<file path="src/rtl/memory_arbiter.sv">
// Two-port (instruction fetch / load-store) arbiter in front of a single-ported
// memory. One transaction in flight at a time: IDLE -> ISSUE -> WAIT -> RESP.
// Ties are broken round-robin; a watchdog turns a silent memory into an error.
module memory_arbiter #(
    parameter int TIMEOUT_CYCLES = 15
) (
    input  logic        clk,
    input  logic        reset,
    // instruction-fetch port
    input  logic        i_read,
    input  logic [31:0] i_address,
    output logic        i_response,
    output logic        i_error,
    output logic [31:0] i_read_data,
    // load/store port
    input  logic        d_read,
    input  logic        d_write,
    input  logic [2:0]  d_option,
    input  logic [31:0] d_address,
    input  logic [31:0] d_write_data,
    output logic        d_response,
    output logic        d_error,
    output logic [31:0] d_read_data,
    // memory side
    output logic        memory_read,
    output logic        memory_write,
    output logic [2:0]  option,
    output logic [31:0] address,
    output logic [31:0] write_data,
    input  logic        memory_response,
    input  logic [31:0] read_data
);

    localparam int CW = (TIMEOUT_CYCLES > 0) ? $clog2(TIMEOUT_CYCLES + 1) : 1;
    localparam logic [CW-1:0] TO_LIMIT = CW'(TIMEOUT_CYCLES);

    typedef enum logic [1:0] {
        IDLE  = 2'd0,
        ISSUE = 2'd1,
        WAIT  = 2'd2,
        RESP  = 2'd3
    } state_t;

    typedef enum logic {
        PORT_I = 1'b0,
        PORT_D = 1'b1
    } port_t;

    // Latched copy of the granted request; drives the memory bus directly.
    typedef struct packed {
        logic [31:0] address;
        logic [2:0]  option;
        logic [31:0] write_data;
        logic        write;
    } mem_req_t;

    state_t          state_q, state_d;
    port_t           last_q, last_d;
    port_t           owner_q, owner_d;
    port_t           pick;
    mem_req_t        req_q, req_d;
    logic            rd_q, rd_d;
    logic            wr_q, wr_d;
    logic [CW-1:0]   cnt_q, cnt_d, cnt_next;
    logic            rsp_q, rsp_d;
    logic            err_q, err_d;
    logic [31:0]     data_q, data_d;
    logic            i_req, d_req;

    assign i_req    = i_read;
    assign d_req    = d_read | d_write;
    assign cnt_next = cnt_q + CW'(1);

    // Next-state and next-value logic for every register in the block.
    always_comb begin
        state_d = state_q;
        last_d  = last_q;
        owner_d = owner_q;
        req_d   = req_q;
        rd_d    = rd_q;
        wr_d    = wr_q;
        cnt_d   = cnt_q;
        rsp_d   = 1'b0;
        err_d   = 1'b0;
        data_d  = '0;
        pick    = PORT_I;
        case (state_q)
            IDLE: begin
                if (i_req || d_req) begin
                    if (i_req && d_req)
                        pick = (last_q == PORT_I) ? PORT_D : PORT_I;
                    else
                        pick = i_req ? PORT_I : PORT_D;
                    owner_d = pick;
                    last_d  = pick;
                    if (pick == PORT_I) begin
                        // fetches are always plain word reads
                        req_d.address    = i_address;
                        req_d.option     = 3'b010;
                        req_d.write_data = '0;
                        req_d.write      = 1'b0;
                    end else begin
                        // a store wins over a load if both strobes are up
                        req_d.address    = d_address;
                        req_d.option     = d_option;
                        req_d.write_data = d_write_data;
                        req_d.write      = d_write;
                    end
                    rd_d    = ~req_d.write;
                    wr_d    = req_d.write;
                    state_d = ISSUE;
                end
            end
            ISSUE: begin
                // write strobe lasts one cycle so the store is never repeated
                wr_d    = 1'b0;
                cnt_d   = '0;
                state_d = WAIT;
            end
            WAIT: begin
                if (memory_response) begin
                    rd_d    = 1'b0;
                    rsp_d   = 1'b1;
                    data_d  = req_q.write ? 32'h0 : read_data;
                    state_d = RESP;
                end else begin
                    cnt_d = cnt_next;
                    if (TIMEOUT_CYCLES != 0 && cnt_next == TO_LIMIT) begin
                        rd_d    = 1'b0;
                        rsp_d   = 1'b1;
                        err_d   = 1'b1;
                        state_d = RESP;
                    end
                end
            end
            RESP: begin
                state_d = IDLE;
            end
            default: state_d = IDLE;
        endcase
    end

    // State and datapath registers; reset drops any in-flight transaction.
    always_ff @(posedge clk or posedge reset) begin
        if (reset) begin
            state_q <= IDLE;
            last_q  <= PORT_D;
            owner_q <= PORT_I;
            req_q   <= '0;
            rd_q    <= 1'b0;
            wr_q    <= 1'b0;
            cnt_q   <= '0;
            rsp_q   <= 1'b0;
            err_q   <= 1'b0;
            data_q  <= '0;
        end else begin
            state_q <= state_d;
            last_q  <= last_d;
            owner_q <= owner_d;
            req_q   <= req_d;
            rd_q    <= rd_d;
            wr_q    <= wr_d;
            cnt_q   <= cnt_d;
            rsp_q   <= rsp_d;
            err_q   <= err_d;
            data_q  <= data_d;
        end
    end

    assign memory_read  = rd_q;
    assign memory_write = wr_q;
    assign address      = req_q.address;
    assign option       = req_q.option;
    assign write_data   = req_q.write_data;

    // err_q/data_q are zero outside RESP, so only the owner sees a value.
    assign i_response  = rsp_q & (owner_q == PORT_I);
    assign i_error     = err_q & (owner_q == PORT_I);
    assign i_read_data = (owner_q == PORT_I) ? data_q : 32'h0;
    assign d_response  = rsp_q & (owner_q == PORT_D);
    assign d_error     = err_q & (owner_q == PORT_D);
    assign d_read_data = (owner_q == PORT_D) ? data_q : 32'h0;

endmodule
</file>
<file path="config.mk">
export PLATFORM = sky130hd
export DESIGN_NAME = memory_arbiter
export DESIGN_NICKNAME = d
export VERILOG_FILES = /design/src/rtl/memory_arbiter.sv
export SDC_FILE = /design/constraint.sdc
export NUM_CORES = 1
export LEC_CHECK = 0
export ABC_AREA = 1
export CELL_PAD_IN_SITES_DETAIL_PLACEMENT = 0
export CELL_PAD_IN_SITES_GLOBAL_PLACEMENT = 2
export CORE_MARGIN = 5
export CORE_UTILIZATION = 19
export CTS_CLUSTER_SIZE = 10
export DETAILED_ROUTE_END_ITERATION = 12
export PLACE_DENSITY_LB_ADDON = 0.1
export SYNTH_ARGS = -nofsm -noshare
export SYNTH_HDL_FRONTEND = slang
export SYNTH_SLANG_ARGS = --single-unit
</file>
<file path="constraint.sdc">
create_clock -name clk -period 3.35 [get_ports clk]
set_input_delay 0.67 -clock clk [delete_from_list [all_inputs] [get_ports clk]]
set_output_delay 0.67 -clock clk [all_outputs]
set_load 0.01 [all_outputs]
</file>
======== Word level (Yosys, flattened, before mapping) ========
Index checks and enable logic that the tools add are counted.
storage, ports and cells
  register bits ........................... 112
  input port bits ......................... 137
  output and inout bits ................... 137
  logic and storage cells ................. 69
cells by class
  $add $sub $neg .......................... 1
  eq/ne operators ......................... 7
  multiplexer cells ....................... 30
  bitwise logic cells ..................... 7
  reductions and logical operators ........ 11
operators with widths
  kind                                                  count
  two-way mux 68 bit                                    3
  two-way mux 32 bit                                    5
  two-way mux 1 bit                                     14
  case mux 2 bit (4 select lines)                       1
  case mux 4 bit (2 select lines)                       1
  AND reduction 2 bit                                   4
  two-way mux 2 bit                                     3
  nonzero test 2 bit                                    3
  adder 4 x 1 -> 4 bit (second input constant)          1
  AND 1 bit                                             4
  equality test 2 bit (second input constant)           2
  equality test 4 bit (second input constant)           1
  two-way mux 4 bit                                     1
  != test 2 bit (second input constant)                 2
  case mux 1 bit (2 select lines)                       2
  != test 3 bit (second input constant)                 1
  AND reduction 3 bit                                   1
  equality test 2 x 1 -> 1 bit (second input constant)  1
  logical NOT 2 bit                                     1
  NOT 1 bit                                             2
  logical AND 1 bit                                     1
  logical OR 1 bit                                      1
  OR 1 bit                                              1

======== Longest topological paths before layout ========
Gate-level depths: netlist of the first run.
  depth after elaboration ................. 11
  gate-level depth with buffers ........... 10
  gate-level depth less buffers ........... 10

======== Worst setup path before layout of the first run ========
Ideal clock, no wire load.
  path type ............................... reg-to-output
  from .................................... register owner_q
  to ...................................... output i_read_data[21]
  arrival time ............................ 1,064 ps
  data required time ...................... 2,680 ps
  setup slack ............................. 1,616 ps
  stages on the path, launching flop included .. 5
  buffers on the path ..................... 3
  cells stage by stage .................... dfrtp_1 clkbuf_1 buf_2 buf_1 nor2_1
between the ends
  word-level cells in the longest chain between the ends .. 1
ends and longest elaborated chain
  what                    RTL line  text
  start, declared         59        port_t owner_q, owner_d;
  start signal, assigned  159       owner_q <= owner_d;
  two-way mux 32 bit      179       assign i_read_data = (owner_q == PORT_I) ? data_q : 32'h0;
  end, declared           14        output logic [31:0] i_read_data,
No other way between the ends.

======== Final worst setup path of the first run ========
  from .................................... register owner_q
  to ...................................... output d_read_data[11]
between the ends
  word-level cells in the longest chain between the ends .. 1
ends and longest elaborated chain
  what                RTL line  text
  two-way mux 32 bit  182       assign d_read_data = (owner_q == PORT_D) ? data_q : 32'h0;
  end, declared       23        output logic [31:0] d_read_data,
No other way between the ends.

==> reports/metrics.cfg, run 1 <==
[flow_run]
cap_violations=0

[clocking]
cts_sinks=112
post_cts_buffers=0
h-tree-depth=3
clockBufferDepth=2
ctsResizeCount=0
cts_buffers=9
cts_root_buf=clkbuf_16
clk_latency_ps=360
ctsHoldBuffers=0
clkSlewWorstSetupHoldPaths_ps=80
cts_tree=yes

[grt]
antenna_found_initial=1
track_usage=0.1140
grt_pass1_vias=4907
grt_start_max_net_pins=71
grt_pass1_wl_um=29660
gr-total-overflow=0

[placement]
hpwl_um=13860
placedCellCount=1292
placedInstanceArea_um2=8255
port_buffers=273
dp_worst_setup_slack_ps=781.7
gp_congestion=0.6788

[die]
die_area_um2=33090
ios=274
coreArea_um2=29400
start_util=0.1909
die_h_um=181.9
rows=63
die_x_um=181.9

[detailed_routing]
drc=0
wl_per_cell_um=14.75
via_per_inst=3.638
drt_wl_total_um=19290
drtAntennaViolNets=0
dr.pass1.iters=4
drtIter0Drc=187
vias=4758

[synthesis]
synth.most_common_cell=nand2_1
async_reset_ff_frac=1.000
ys_seq_elements=112
synth-main-ff-cell=dfrtp_1
ys_seq_area_frac=0.4994
synth_warnings=0
synth_common_cells=nand2_1, inv_1, dfrtp_1
yosysTopAreaCellShare=0.4948
synth_edf_count=0
synthDistinctLibCells=27
syn-cell-area_um2=5614
synthTopCellsByArea=dfrtp_1, nand2_1, buf_4
syn_area_per_cell_um2=7.819
syn-num-nets=861
syn-instance-count=718
synth_top_area_cell=dfrtp_1

[power_and_ir_drop]
switching_share=0.3832
peakVddDrop_mv=0.2620
power.share.clock=0.186
combPwrFrac=0.455
cell_internal_pwr_mw=3.760
p_seq_frac=0.359
power.density_nw_per_um2=712.5
total_leakage_power_nw=4.070
p_switching_mw=2.336

[final_layout]
post_layout_nonfiller_instances=1308
drive_gt1_frac=0.05011
area_delta_synth_final_pct=52.42
fin_area_um2=8557
num_antenna_cells=0
n_fill_cell=3171
nets=1056

[timing]
fin_crit_sh=0.8604
timing.final.ws_setup_ps=467.6
max_freq_mhz=346.9
fin_skew_ps=9.645
min_period_ps=2882
rsz0062_at_grt=no
fin_setup_tns_ps=0
slew_viol_final=0
finalSetupViolCount=0
relSlewSlack=0.4749
whs_ps=481.2
worst_slew_pin_slew_ps=787.7
hold_viol=0

[critical_path]
required_ps=2680
start_kind=flop
critPathKind=reg -> out
path_max_fanout=44
end_kind=output pin
arrival_ps=2210

[status]
outcome=completed

[worst_hold_path]
hp-class=reg -> reg

stage by stage:
step                      total power [mW]    util
final                                6.097  0.2910
after floorplan                      4.062       -
after global routing                 6.617  0.2910
after CTS                            6.270  0.2910
after global placement               5.107  0.2808
after detailed placement             5.071  0.2808
cell type report:
class                      instances  area (µm²)  share of cell area
tap                              390       488.0             0.05703
timing repair buffer             281        2818              0.3293
inverter                         120       461.7             0.05396
clock inverter                     4       35.03            0.004094
multi-input combinational        389        1683              0.1967
sequential                       112        2805              0.3278
clock buffer                      12       266.5             0.03114
path summary, 6_finish.rpt:
kind | from | endpoint | slack, ps | cells after the start
min reg2reg | write_data[1]$_DFFE_PP0P_ | write_data[1]$_DFFE_PP0P_ | 480 | 2
min in group asynchronous | reset | memory_write$_DFFE_PP0P_ | 700 | 2
max | owner_q$_DFFE_PP0P_ | d_read_data[11] | 470 | 4
max reg2reg | state_q[0]$_DFFE_PP0P_ | write_data[2]$_DFFE_PP0P_ | 1500 | 8
min | write_data[1]$_DFFE_PP0P_ | write_data[1]$_DFFE_PP0P_ | 480 | 2
max in group asynchronous | reset | address[30]$_DFFE_PP0P_ | 1940 | 3
worst max-delay path, stage by stage, from the launching register on:
cell and delay (ps):
dfrtp_2 880, buf_4 320, nand2_1 70, inv_1 50, clkdlybuf4s50_1 530
cell usage in the layout (no fill, tap or decap), drive strengths merged, types with 6 or more instances in the layout:
master,n
a21oi,66
buf,8
clkbuf,12
clkdlybuf4s50,273
dfrtp,111
ha,6
inv,121
nand2,196
nand3,6
nor2,101
o21ai,8
power groups by stage:
stage,logic [mW],registers [mW],clock network [mW]
2_1_floorplan,1.99,2.07,0
3_3_place_gp,2.88,2.22,0
3_5_place_dp,2.85,2.22,0
4_1_cts,2.86,2.20,1.21
5_1_grt,3.10,2.27,1.25
6_report,2.78,2.19,1.13
layer usage:
metal / share of wire / global-route usage / vias to the layer above / wire length (µm)
li1: - / - / 2432 / -
met1: 0.47 / 0.1527 / 2148 / 8979
met2: 0.44 / 0.1749 / 164 / 8473
met3: 0.084 / 0.04367 / 12 / 1627
met4: 0.010 / 0.02522 / 2 / 202
met5: 0.00036 / 0 / - / 7
flip-flops by register name (all words and copies together) (netlist names):
| signal | cells |
|---|---|
| req_q | 1 |
| rsp_q | 1 |
| last_q | 1 |
| memory_write | 1 |
| cnt_q | 4 |
| option | 3 |
| memory_read | 1 |
| state_q | 2 |
| owner_q | 1 |
| address | 32 |
| write_data | 32 |
| data_q | 32 |
| err_q | 1 |
cell families (layout without fill, tap and decap cells):
kind of cell,after synthesis,after routing,share of synthesized area
buffers and inverters,217,417,0.2008
AOI/OAI and AO/OA,77,77,0.07176
adders and majority gates,6,6,0.01337
DFF,112,112,0.4994
and+or+nand+nor,306,306,0.2146
No activity file was read; power rests on OpenSTA's default activity.
==> run 2, diff against run 1 <==
Settings changed: GPL_ROUTABILITY_DRIVEN from default to 0.
==> results of run 2 <==
The final DEF is identical to that of run 1; final timing and power are the same.
